$ cat config.mk
export PLATFORM = sky130hd
export DESIGN_NAME = reg_bank
export DESIGN_NICKNAME = d
export VERILOG_FILES = /design/src/rtl/reg_bank_pkg.sv /design/src/rtl/reg_bank_wreg.sv /design/src/rtl/reg_bank.sv
export SDC_FILE = /design/constraint.sdc
export NUM_CORES = 1
export LEC_CHECK = 0
export CAP_MARGIN = 0
export CORE_MARGIN = 2
export CORE_UTILIZATION = 50
export DETAILED_ROUTE_END_ITERATION = 10
export MAX_ROUTING_LAYER = met4
export PLACE_DENSITY = 0.83
export SYNTH_ARGS = -nofsm -noshare
export SYNTH_HDL_FRONTEND = slang
export SYNTH_HIERARCHICAL = 1
export SYNTH_SLANG_ARGS = --single-unit
$ cat constraint.sdc
create_clock -name clk -period 5.7 [get_ports clk]
set_clock_uncertainty 0.15 [all_clocks]
set_input_delay 0.57 -clock clk [delete_from_list [all_inputs] [get_ports clk]]
set_output_delay 0.57 -clock clk [all_outputs]
set_load 0.01 [all_outputs]
$ cat src/rtl/reg_bank_pkg.sv
// Shared constants and types for the control/status register bank.
package reg_bank_pkg;

  // Register map
  localparam int unsigned ADDR_CTRL   = 0;
  localparam int unsigned ADDR_DEBUG  = 1;
  localparam int unsigned ADDR_STATUS = 2;
  localparam int unsigned ADDR_INTR   = 3;

  // CTRL field bit offsets
  localparam int unsigned CTRL_MODE_EN_BIT   = 0;
  localparam int unsigned CTRL_DBG_EN_BIT    = 1;
  localparam int unsigned CTRL_PARITY_EN_BIT = 2;
  localparam int unsigned CTRL_EN_LSB        = 3;

  typedef enum logic [1:0] {
    ACC_RW,
    ACC_RO,
    ACC_W1C
  } acc_e;

  typedef enum logic {
    S_IDLE,
    S_RESP
  } state_e;

  // Access type of a register index; everything above INTR is RW scratch.
  function automatic acc_e acc_of(input int idx);
    if (idx == int'(ADDR_STATUS)) return ACC_RO;
    if (idx == int'(ADDR_INTR))   return ACC_W1C;
    return ACC_RW;
  endfunction

endpackage

$ cat src/rtl/reg_bank_wreg.sv
// One stored register with byte strobes; RW merges strobed bytes,
// W1C clears strobed bits written as 1 while set_bits always win.
module reg_bank_wreg
  import reg_bank_pkg::*;
#(
  parameter int unsigned DATA_W = 32,
  parameter acc_e        ACC    = ACC_RW
) (
  input  logic                clk,
  input  logic                rst,
  input  logic                wr_en,
  input  logic [DATA_W-1:0]   wdata,
  input  logic [DATA_W/8-1:0] wstrb,
  input  logic [DATA_W-1:0]   set_bits,
  output logic [DATA_W-1:0]   q
);

  logic [DATA_W-1:0] q_q;
  logic [DATA_W-1:0] q_d;
  logic [DATA_W-1:0] byte_mask;

  // Expand byte strobes to a bit mask
  always_comb begin
    byte_mask = '0;
    for (int unsigned b = 0; b < DATA_W / 8; b++) begin
      byte_mask[b*8 +: 8] = {8{wstrb[b]}};
    end
  end

  // Next value: byte merge for RW, clear-then-set for W1C
  always_comb begin
    q_d = q_q;
    if (ACC == ACC_W1C) begin
      if (wr_en) begin
        q_d = q_q & ~(wdata & byte_mask);
      end
      q_d = q_d | set_bits;
    end else if (wr_en) begin
      q_d = (q_q & ~byte_mask) | (wdata & byte_mask);
    end
  end

  // Storage register
  always_ff @(posedge clk or posedge rst) begin
    if (rst) begin
      q_q <= '0;
    end else begin
      q_q <= q_d;
    end
  end

  assign q = q_q;

endmodule

$ cat src/rtl/reg_bank.sv
// Handshaked control/status register bank: CTRL, DEBUG, STATUS (live),
// INTR (W1C with hardware set) and RW scratch registers.
module reg_bank
  import reg_bank_pkg::*;
#(
  parameter int unsigned DATA_W   = 32,
  parameter int unsigned NUM_REGS = 8,
  parameter int unsigned ADDR_W   = $clog2(NUM_REGS)
) (
  input  logic                clk,
  input  logic                rst,
  input  logic                req_valid,
  output logic                req_ready,
  input  logic                req_write,
  input  logic [ADDR_W-1:0]   req_addr,
  input  logic [DATA_W-1:0]   req_wdata,
  input  logic [DATA_W/8-1:0] req_wstrb,
  output logic                rsp_valid,
  input  logic                rsp_ready,
  output logic [DATA_W-1:0]   rsp_rdata,
  output logic                rsp_err,
  input  logic [DATA_W-1:0]   hw_status,
  input  logic [DATA_W-1:0]   hw_intr_set,
  output logic                ctrl_mode_en,
  output logic                ctrl_dbg_en,
  output logic                ctrl_parity_en,
  output logic [DATA_W-4:0]   ctrl_en,
  output logic [DATA_W-1:0]   debug_q,
  output logic                intr_pending
);

  state_e            state_q;
  state_e            state_d;
  logic [DATA_W-1:0] rsp_rdata_q;
  logic [DATA_W-1:0] rsp_rdata_d;
  logic              rsp_err_q;
  logic              rsp_err_d;
  logic              intr_pending_q;
  logic              intr_pending_d;

  logic [DATA_W-1:0] reg_val [NUM_REGS];
  logic [DATA_W-1:0] rd_val;
  logic              addr_hit;
  logic              is_status;
  logic              accept;
  logic              wr_legal;

  // Address decode and read mux; out-of-range indices give addr_hit = 0
  always_comb begin
    addr_hit = 1'b0;
    rd_val   = '0;
    for (int unsigned i = 0; i < NUM_REGS; i++) begin
      if (req_addr == ADDR_W'(i)) begin
        addr_hit = 1'b1;
        rd_val   = reg_val[i];
      end
    end
    is_status = (req_addr == ADDR_W'(ADDR_STATUS));
    accept    = (state_q == S_IDLE) && req_valid;
    wr_legal  = accept && req_write && addr_hit && !is_status;
  end

  // STATUS is a live view of hw_status; every other index has storage
  for (genvar i = 0; i < int'(NUM_REGS); i++) begin : g_reg
    if (i == int'(ADDR_STATUS)) begin : g_status
      assign reg_val[i] = hw_status;
    end else begin : g_store
      logic              we;
      logic [DATA_W-1:0] set_bits;
      assign we       = wr_legal && (req_addr == ADDR_W'(i));
      assign set_bits = (i == int'(ADDR_INTR)) ? hw_intr_set : '0;
      reg_bank_wreg #(
        .DATA_W (DATA_W),
        .ACC    (acc_of(i))
      ) u_wreg (
        .clk      (clk),
        .rst      (rst),
        .wr_en    (we),
        .wdata    (req_wdata),
        .wstrb    (req_wstrb),
        .set_bits (set_bits),
        .q        (reg_val[i])
      );
    end
  end

  // FSM next state and response capture at the acceptance edge
  always_comb begin
    state_d     = state_q;
    rsp_rdata_d = rsp_rdata_q;
    rsp_err_d   = rsp_err_q;
    unique case (state_q)
      S_IDLE: begin
        if (accept) begin
          state_d     = S_RESP;
          rsp_err_d   = !addr_hit || (req_write && is_status);
          rsp_rdata_d = req_write ? '0 : rd_val;
        end
      end
      S_RESP: begin
        if (rsp_ready) begin
          state_d = S_IDLE;
        end
      end
      default: state_d = S_IDLE;
    endcase
  end

  // Interrupt summary, one cycle behind INTR
  always_comb begin
    intr_pending_d = |reg_val[ADDR_INTR];
  end

  // State, response and summary registers
  always_ff @(posedge clk or posedge rst) begin
    if (rst) begin
      state_q        <= S_IDLE;
      rsp_rdata_q    <= '0;
      rsp_err_q      <= 1'b0;
      intr_pending_q <= 1'b0;
    end else begin
      state_q        <= state_d;
      rsp_rdata_q    <= rsp_rdata_d;
      rsp_err_q      <= rsp_err_d;
      intr_pending_q <= intr_pending_d;
    end
  end

  assign req_ready      = (state_q == S_IDLE);
  assign rsp_valid      = (state_q == S_RESP);
  assign rsp_rdata      = rsp_rdata_q;
  assign rsp_err        = rsp_err_q;
  assign intr_pending   = intr_pending_q;
  assign ctrl_mode_en   = reg_val[ADDR_CTRL][CTRL_MODE_EN_BIT];
  assign ctrl_dbg_en    = reg_val[ADDR_CTRL][CTRL_DBG_EN_BIT];
  assign ctrl_parity_en = reg_val[ADDR_CTRL][CTRL_PARITY_EN_BIT];
  assign ctrl_en        = reg_val[ADDR_CTRL][DATA_W-1:CTRL_EN_LSB];
  assign debug_q        = reg_val[ADDR_DEBUG];

endmodule

# Yosys cells after proc, flatten, opt, wreduce, memory -nomap -nowiden
# Index checks and enable logic that the tools add are counted.
# word_totals
latchBits	0
inputBits	108
mem_bits_rw	0
output_inout_bits	100
word_cells	75
register_bits	259
rom_bits	0
n_memories	0
# op_classes
div	0
n_bitwise	18
mux	21
magnitude_cmp	0
add_sub_neg	0
mul	0
shifts	0
n_reduce_logical	18
n_eq_ne	7
# op_table
op	count
two-way mux 32 bit	10
AND 32 bit	8
bitwise OR 32 bit	7
inverter 32 bit	2
OR reduction 32 bit	1
equality test 3 bit, second input constant	4
logical AND 1 bit	12
two-way mux 1 bit	10
equality test 3 x 2 -> 1 bit, second input constant	2
equality test 3 x 1 -> 1 bit, second input constant	1
logical NOT 3 bit	1
logical NOT 1 bit	2
one-hot mux 1 bit (2 select lines)	1
AND reduction 2 bit	1
logical OR 1 bit	1
inverter 1 bit	1

# Logic depth before layout (Yosys ltp)
# Gate-level depths: netlist (run 1).
# depth
ltp_word	14
depth_mapped	8
ltp_nobuf	5

# Cells and area by module
# The synthesis (run 1) kept the hierarchy.
# by_module_without_submodules
module	area_per_inst_um2	seq_area_each_um2	cells_per_inst	instances
reg_bank_wreg (g_reg[0].g_store.u_wreg ...)	1189.9	800.8	69	6
reg_bank	3913.8	875.8	499	1
reg_bank_wreg (g_reg[3].g_store.u_wreg)	1266.2	800.8	104	1

# Least setup slack after synthesis (run 1)
# Ideal clock, no wire load.
# synth_path
path_type	input-to-reg
start	input req_addr[0]
end	register with a tool-made name
path_slack_ns	3.189
setup_ns	0.125
arrival_time_ns	2.236
t_required_ns	5.425
stages	7
cell_sequence	buf_6 > buf_6 > buf_2 > nand3b_1 > nor3b_1 > nand2_2 > mux2_2
# synth_lines
element	line	text
start, declared	reg_bank.sv:15	input logic [ADDR_W-1:0] req_addr,

==> results.json, run 1 <==
{
  "drtIter0Drc": 971,
  "power_density_nw_per_um2": 334.9,
  "holdBufCountCts": 0,
  "clkTransAtPathRegs_ns": 0.06,
  "fin_util": 0.6427,
  "hold_class": "flop to flop",
  "routed_wl_um": 38140,
  "cts_made_buffers": 28,
  "finalSetupViolCount": 0,
  "maxSlewHeadroom": 0.08542,
  "antenna_found_initial": 1,
  "dieWidth_um": 160.9,
  "vias": 9747,
  "setup-tns-final_ns": 0,
  "worstPathCellList": "clkdlybuf4s50_1 -> nor2b_2 -> nand3_1 -> nor3b_1 -> nand2_2 -> mux2_2",
  "crit_arrival_ns": 3.38,
  "detail-route-antenna-nets": 0,
  "grt_pass1_vias": 10190,
  "initial_utilization": 0.5079,
  "num_io_pins": 208,
  "cts_setup_buffers": 0,
  "avgSynthCellArea_um2": 12.12,
  "use_met1": 0.3979,
  "syn_inst": 1016,
  "min_period_over_period": 0.5453,
  "cts.sinks": 259,
  "drv_slew": 0,
  "cts_root_buffer": "clkbuf_16",
  "htreeDepth": 1,
  "grt.busiest_layer": "met2",
  "worst-r2r-setup-slack_ns": 2.72,
  "grt_max_degree": 55,
  "wire_per_inst_um": 24.42,
  "synth_warnings": 6,
  "die_h_um": 160.9,
  "cp_max_fo": 10,
  "grt_use_met3": 0.04752,
  "port_buffers": 207,
  "rsz0062_at_grt": "false",
  "cpPeakStageDelay_ns": 0.82,
  "fmax_mhz": 321.7,
  "maxCapViolCount": 0,
  "clock_latency_ns": 0.55,
  "grt_pass1_wl_um": 58610,
  "tightestPinTransition_ns": 1.371,
  "final-hold-violation-count": 0,
  "cp-start-kind": "input pin",
  "vias_per_cell": 6.240,
  "power_mw": 5.219,
  "syn_area_um2": 12320,
  "status": "completed",
  "grt_overflow": 0,
  "drc": 0,
  "grt_usage": 0.3022,
  "cp.required_ns": 5.97,
  "vdd_ir_drop_max_uv": 203.1,
  "area_delta_synth_final_pct": 26.55,
  "clk_path_buf_depth": 3,
  "core_area_um2": 24250,
  "routabilityCongestion": 0.8653,
  "path_class": "input pin to flop",
  "firstDrtPassIters": 7,
  "synth_nets": 1124,
  "post_cts_resized": 0,
  "layout_min_cycle_time_ns": 3.108,
  "hpwl_um": 24770,
  "met2_usage": 0.4709,
  "crit_slowest_cell": "nor3b_1",
  "final_net_count": 1323,
  "num_rows": 57,
  "cts_tree": "yes",
  "cp-end-kind": "flop",
  "drive_above_1_share": 0.2635,
  "fp.dieArea_um2": 25900,
  "nFillCells": 1828,
  "p_leak_nw": 6.866
}
-- layout by cell type (no fill, tap or decap), types with 2 or more instances in the layout --
| cell | count |
|---|---|
| o21ai_0 | 50 |
| mux2_4 | 12 |
| o21ai_1 | 8 |
| a21o_1 | 32 |
| nand2_2 | 24 |
| inv_1 | 13 |
| clkbuf_8 | 6 |
| clkbuf_1 | 4 |
| mux2i_1 | 41 |
| dfrtp_1 | 259 |
| nor2b_2 | 2 |
| nand3_1 | 71 |
| o2111ai_1 | 27 |
| a31o_2 | 3 |
| nor4_1 | 8 |
| clkinv_2 | 7 |
| clkdlybuf4s50_1 | 204 |
| nand2b_1 | 2 |
| buf_4 | 21 |
| bufinv_16 | 4 |
| a31o_1 | 24 |
| o21bai_1 | 27 |
| nor3b_1 | 3 |
| nand4_1 | 3 |
| o221ai_1 | 4 |
| clkbuf_16 | 29 |
| mux2_2 | 207 |
| nor2_1 | 31 |
| nand2_1 | 63 |
| nor3_1 | 29 |
| a22oi_1 | 3 |
| buf_2 | 2 |
-- critical path: cells and delay by family --
| kind | cells | cell delay [ns] |
|---|---|---|
| and+or+nand+nor | 4 | 1.95 |
| buffers and inverters | 1 | 0.50 |
| muxes | 1 | 0.37 |
-- power breakdown --
group          internal (mW)  total, mW  switching, mW
logic                  0.563      0.998          0.434
registers               2.11       2.29          0.183
clock network           1.19       1.93          0.744
-- routing by layer --
layer	vias up	wire length, µm
met5	-	0
met4	0	1636
met3	124	3145
met2	560	17970
met1	4933	15390
li1	4130	-
-- layout make-up --
class	count	area, µm²	area share
diodes	1	2.502	0.0001606
clock buffers	39	823.3	0.05283
clock inverters	13	171.4	0.01100
inverters	13	48.80	0.003131
multi-input cells	686	5443	0.3492
flip-flops and latches	259	6481	0.4159
well taps	324	405.4	0.02601
repair buffers	227	2210	0.1418
-- through the flow --
stage          hold slack (ns)  instance area (µm²)  setup slack (ns)  instances
3_3_place_gp            0.3310                14590             2.199       1509
2_1_floorplan           0.3179                12320             3.189       1016
5_1_grt                 0.3652                15580             2.528       1562
4_1_cts                 0.3512                15580             2.691       1561
6_report                0.3537                15580             2.592       1562
3_5_place_dp            0.3378                14590             2.165       1509
-- final timing paths --
check / startpoint / depth (start not counted) / end
worst max-delay path: req_valid / 6 / flop
worst min-delay path: flop / 1 / flop
worst max register to register: rsp_valid$_DFF_PP0_ / 5 / flop
worst min register to register: flop / 1 / flop
max in group asynchronous: rst / 3 / rsp_rdata[19]$_DFFE_PP0P_
min in group asynchronous: rst / 2 / async pin
(Power assumes the default switching activity.)
==> run 2: changes to the inputs <==
==> constraint.sdc (replaced) <==
create_clock -name clk -period 3.2 [get_ports clk]
set_clock_uncertainty 0.15 [all_clocks]
set_input_delay 0.32 -clock clk [delete_from_list [all_inputs] [get_ports clk]]
set_output_delay 0.32 -clock clk [all_outputs]
set_load 0.01 [all_outputs]
==> run 2 against run 1 <==
Effect of this change: combinational power grew 81%; total power grew 74%; routed wire length grew 1.9%; global-route usage grew 0.47 points; register-to-register slack lost 1.9 ns; sequential power grew 78%; critical path depth is the same; non-clock buffer count grew 19; largest power group unchanged.
==> results.json, run 2 (same netlist as run 1, synthesis figures left out) <==
{
  "core_area_um2": 24250,
  "cts.sinks": 259,
  "vias": 9808,
  "grt_overflow": 0,
  "grt_max_degree": 55,
  "setup-tns-final_ns": 0,
  "initial_utilization": 0.5079,
  "hpwl_um": 25830,
  "clkTransAtPathRegs_ns": 0.06,
  "grt_pass1_wl_um": 59370,
  "multi_input_area_um2": 5443,
  "power_density_nw_per_um2": 579.3,
  "cts_made_buffers": 27,
  "detail-route-antenna-nets": 0,
  "layout.cells.most_common_list": "259 x dfrtp_1, 207 x mux2_2, 204 x clkdlybuf4s50_1, 71 x nand3_1, 63 x nand2_1",
  "cp_max_fo": 8,
  "firstDrtPassIters": 5,
  "wire_per_inst_um": 24.66,
  "nFillCells": 1831,
  "fp.dieArea_um2": 25900,
  "finalSetupViolCount": 0,
  "num_rows": 57,
  "grt_usage": 0.3069,
  "antenna_found_initial": 1,
  "fin_util": 0.6459,
  "routed_wl_um": 38860,
  "layout_min_cycle_time_ns": 2.375,
  "worst-r2r-setup-slack_ns": 0.82,
  "drtIter0Drc": 832,
  "holdBufCountCts": 0,
  "min_period_over_period": 0.7422,
  "clock_latency_ns": 0.54,
  "tightestPinTransition_ns": 0.8934,
  "path_class": "flop to flop",
  "drc": 0,
  "cts_root_buffer": "clkbuf_16",
  "p_leak_nw": 6.928,
  "grt_pass1_vias": 10130,
  "hold_class": "input pin to async pin",
  "htreeDepth": 1,
  "vdd_ir_drop_max_uv": 405.2,
  "drv_slew": 0,
  "cts_tree": "yes",
  "area_delta_synth_final_pct": 27.17,
  "cts_setup_buffers": 0,
  "num_io_pins": 208,
  "final_net_count": 1341,
  "routabilityCongestion": 0.9281,
  "reg2reg_depth": 6,
  "post_cts_resized": 0,
  "final-hold-violation-count": 0,
  "cp.required_ns": 3.46,
  "drive_above_1_share": 0.2718,
  "maxCapViolCount": 0,
  "final_common_cell": "dfrtp_1",
  "maxSlewHeadroom": 0.4026,
  "vias_per_cell": 6.223,
  "status": "completed",
  "dieWidth_um": 160.9,
  "port_buffers": 207,
  "clk_path_buf_depth": 3,
  "cp-end-kind": "flop",
  "fmax_mhz": 421.0,
  "die_h_um": 160.9,
  "reg2reg_from": "rsp_valid$_DFF_PP0_",
  "crit_arrival_ns": 2.63,
  "ff_latch_area_um2": 6481,
  "cp-start-kind": "flop",
  "rsz0062_at_grt": "false"
}
run 2: changes by cell type in the layout (fill, tap and decap cells not counted):
cell / before / now
buf_4: 21 / 38
clkbuf_8: 6 / 9
clkinv_2: 7 / 4
buf_12: 0 / 2
clkinvlp_4: 1 / 0
clkbuf_16: 29 / 27
bufinv_16: 4 / 2
run 2: routing by layer:
layer | global-route usage | routed length (µm) | vias to the layer above
met5 | - | 0 | -
met3 | 0.05527 | 3050 | 101
met1 | 0.4012 | 15930 | 4983
li1 | - | - | 4155
met4 | 0.1043 | 1300 | 0
met2 | 0.4869 | 18590 | 569
run 2: worst max-delay path by stage:
stage	startpoint	end	slack, ns	cells past startpoint
finish	rsp_valid$_DFF_PP0_	flop	0.82	6
global route	rsp_valid$_DFF_PP0_	flop	0.71	6
CTS	rsp_valid$_DFF_PP0_	flop	0.84	6
detailed placement	req_valid	flop	0.53	7
global placement	req_valid	flop	0.63	7
floorplan	req_addr[0]	flop	0.94	7
run 2: worst max-delay path: stages, from the launching register on:
cell and delay (ns):
dfrtp_1 0.45, nor2b_2 0.22, nand3_1 0.18, nor3b_1 0.51, buf_4 0.22, nand2_2 0.15
mux2_2 0.37
run 2: metrics by stage:
step	cells	area [µm²]	hold slack (ns)	setup WS [ns]	power (mW)
after floorplan	1016	12320	0.2623	0.9389	4.979
after global placement	1528	14760	0.3315	0.6317	5.828
after detailed placement	1528	14760	0.3383	0.5330	5.908
after CTS	1575	15660	0.04731	0.8436	9.075
after global routing	1576	15660	0.08418	0.7115	9.389
final	1576	15660	0.06229	0.8250	9.072
run 2: final cells by class:
| class | instances | area share |
|---|---|---|
| Sequential cell | 259 | 0.4138 |
| Clock buffer | 40 | 0.05201 |
| Inverter | 13 | 0.003116 |
| Antenna cell | 1 | 0.0001598 |
| Timing Repair Buffer | 246 | 0.1518 |
| Clock inverter | 7 | 0.005672 |
| Tap cell | 324 | 0.02588 |
| Multi-Input combinational cell | 686 | 0.3475 |
run 2: power by group:
| group | switching, mW | total [mW] | internal [mW] | leakage [nW] |
|---|---|---|---|---|
| Clock | 1.28 | 3.18 | 1.91 | 0.451 |
| Combinational | 0.788 | 1.81 | 1.02 | 3.20 |
| Sequential | 0.326 | 4.08 | 3.76 | 3.28 |
| Total | 2.39 | 9.07 | 6.68 | 6.93 |
==> run 3: changes to the inputs <==
==> constraint.sdc (replaced) <==
create_clock -name clk -period 2.4 [get_ports clk]
set_clock_uncertainty 0.15 [all_clocks]
set_input_delay 0.24 -clock clk [delete_from_list [all_inputs] [get_ports clk]]
set_output_delay 0.24 -clock clk [all_outputs]
set_load 0.01 [all_outputs]
==> run 3 against run 2 <==
Effect of this change: clock power rose by 39%; total power increased by 35%; worst hold slack gained 0.045 ns; die area unchanged; highest routed layer unchanged; largest power group unchanged; largest cell class unchanged; worst setup slack worse by 0.58 ns; combinational power up 34%; routed wire length is 0.17% lower; first-iteration DRC count up 4.4%; cell count grew 1.2%.
==> results.json, run 3 (same netlist as run 1, synthesis figures left out) <==
{
  "ff_latch_area_um2": 6481,
  "drc": 0,
  "final_area_um2": 15830,
  "cp-end-kind": "flop",
  "clk_path_buf_depth": 3,
  "port_buffers": 207,
  "grt_max_degree": 51,
  "drv_slew": 0,
  "detail-route-antenna-nets": 0,
  "maxSlewHeadroom": 0.2483,
  "p_leak_nw": 7.026,
  "power_mw": 12.28,
  "core_area_um2": 24250,
  "area_delta_synth_final_pct": 28.56,
  "cts.sinks": 259,
  "finalSetupViolCount": 0,
  "grt_usage": 0.3069,
  "post_cts_resized": 0,
  "clkTransAtPathRegs_ns": 0.06,
  "status": "completed",
  "rsz0062_at_grt": "false",
  "num_io_pins": 208,
  "cpPeakStageDelay_ns": 0.44,
  "num_rows": 57,
  "fp.dieArea_um2": 25900,
  "cts_made_buffers": 28,
  "fin_hold_ws_ns": 0.1068,
  "cp.required_ns": 2.68,
  "htreeDepth": 1,
  "multi_input_area_um2": 5443,
  "routed_wl_um": 38800,
  "power_density_nw_per_um2": 775.6,
  "final_common_cell": "dfrtp_1",
  "die_h_um": 160.9,
  "drive_above_1_share": 0.2800,
  "cts_root_buffer": "clkbuf_16",
  "wire_per_inst_um": 24.32,
  "hold_class": "input pin to flop",
  "cp-start-kind": "flop",
  "tightestPinTransition_ns": 1.123,
  "hpwl_um": 26000,
  "cp_top_family": "simple AND/OR/NAND/NOR gates",
  "initial_utilization": 0.5079,
  "fin_util": 0.6529,
  "cp_max_fo": 8,
  "grt_pass1_vias": 10220,
  "nFillCells": 1825,
  "crit_buf_inv": 1,
  "layout_min_cycle_time_ns": 2.153,
  "cts_tree": "yes",
  "worstPathCellList": "nor2b_2 -> nand3b_1 -> nor3b_1 -> buf_4 -> nand2_2 -> mux2_2",
  "final_net_count": 1357,
  "clock_latency_ns": 0.55,
  "drtIter0Drc": 869,
  "final-hold-violation-count": 0,
  "path_class": "flop to flop",
  "layout.cells.most_common_list": "259 x dfrtp_1, 207 x mux2_2, 204 x clkdlybuf4s50_1, 71 x nand3_1, 63 x nand2_1",
  "firstDrtPassIters": 5,
  "vias_per_cell": 6.118,
  "dieWidth_um": 160.9,
  "grt_overflow": 0,
  "grt_pass1_wl_um": 59150,
  "maxCapViolCount": 0,
  "fmax_mhz": 464.5,
  "placed_area_um2": 14870,
  "crit_arrival_ns": 2.43,
  "antenna_found_initial": 2,
  "min_period_over_period": 0.8970,
  "vias": 9758,
  "routabilityCongestion": 0.9150,
  "vdd_ir_drop_max_uv": 437.3,
  "crit_slowest_cell": "dfrtp_1"
}
-- run 3: cell count changes in the layout (fill, tap and decap cells not counted), sizes merged --
cell | previous run | this run
buf | 42 | 56
clkbuf | 40 | 39
bufinv | 2 | 3
clkinv | 4 | 6
dlygate4sd3 | 0 | 1
diode | 1 | 3
-- run 3: final timing paths --
check | slack [ns] | from | endpoint | cells past startpoint
max in group asynchronous | 0.90 | rst | async pin | 4
max reg2reg | 0.25 | rsp_valid$_DFF_PP0_ | flop | 6
min reg2reg | 0.35 | flop | flop | 1
min | 0.11 | hw_intr_set[15] | g_reg[3].g_store.u_wreg/q[15]$_DFF_PP0_ | 2
max | 0.25 | rsp_valid$_DFF_PP0_ | flop | 6
min in group asynchronous | 0.54 | rst | rsp_rdata[20]$_DFFE_PP0P_ | 3
-- run 3: layout make-up --
cell class / instances / area share
flip-flops and latches: 259 / 0.4094
multi-input cells: 686 / 0.3438
repair buffers: 261 / 0.1582
clock buffers: 39 / 0.05137
well taps: 324 / 0.02560
clock inverters: 10 / 0.008140
inverters: 13 / 0.003082
diodes: 3 / 0.0004742
-- run 3: repair_timing --
| action | in CTS | in global routing |
|---|---|---|
| hold endpoints to repair | 2 | 0 |
| hold buffers | 1 | 0 |
| setup buffers | 0 | 0 |
-- run 3: worst reg2reg max path: stages (launching register included) --
cell	delay (ns)
dfrtp_1	0.44
nor2b_2	0.24
nand3b_1	0.18
nor3b_1	0.29
buf_4	0.18
nand2_2	0.20
mux2_2	0.36
-- run 3: metrics by stage --
step,setup slack [ns],setup TNS (ns),instances
after floorplan,0.1799,0,1016
after global placement,-0.03246,-0.3504,1542
after detailed placement,-0.09220,-4.428,1542
after CTS,0.2895,0,1592
after global routing,0.1385,0,1594
final,0.2472,0,1595
-- run 3: per-layer routing --
| metal | up-vias | global-route usage | share of wire |
|---|---|---|---|
| met5 | - | - | 0 |
| met4 | 0 | 0.1213 | 0.039 |
| li1 | 4191 | - | - |
| met2 | 519 | 0.4867 | 0.48 |
| met1 | 4939 | 0.3950 | 0.41 |
| met3 | 109 | 0.05424 | 0.073 |
-- run 3: where the power goes --
group          switching [mW]  internal, mW
Combinational            1.05          1.38
Clock                    1.74          2.67
Sequential              0.433          5.01
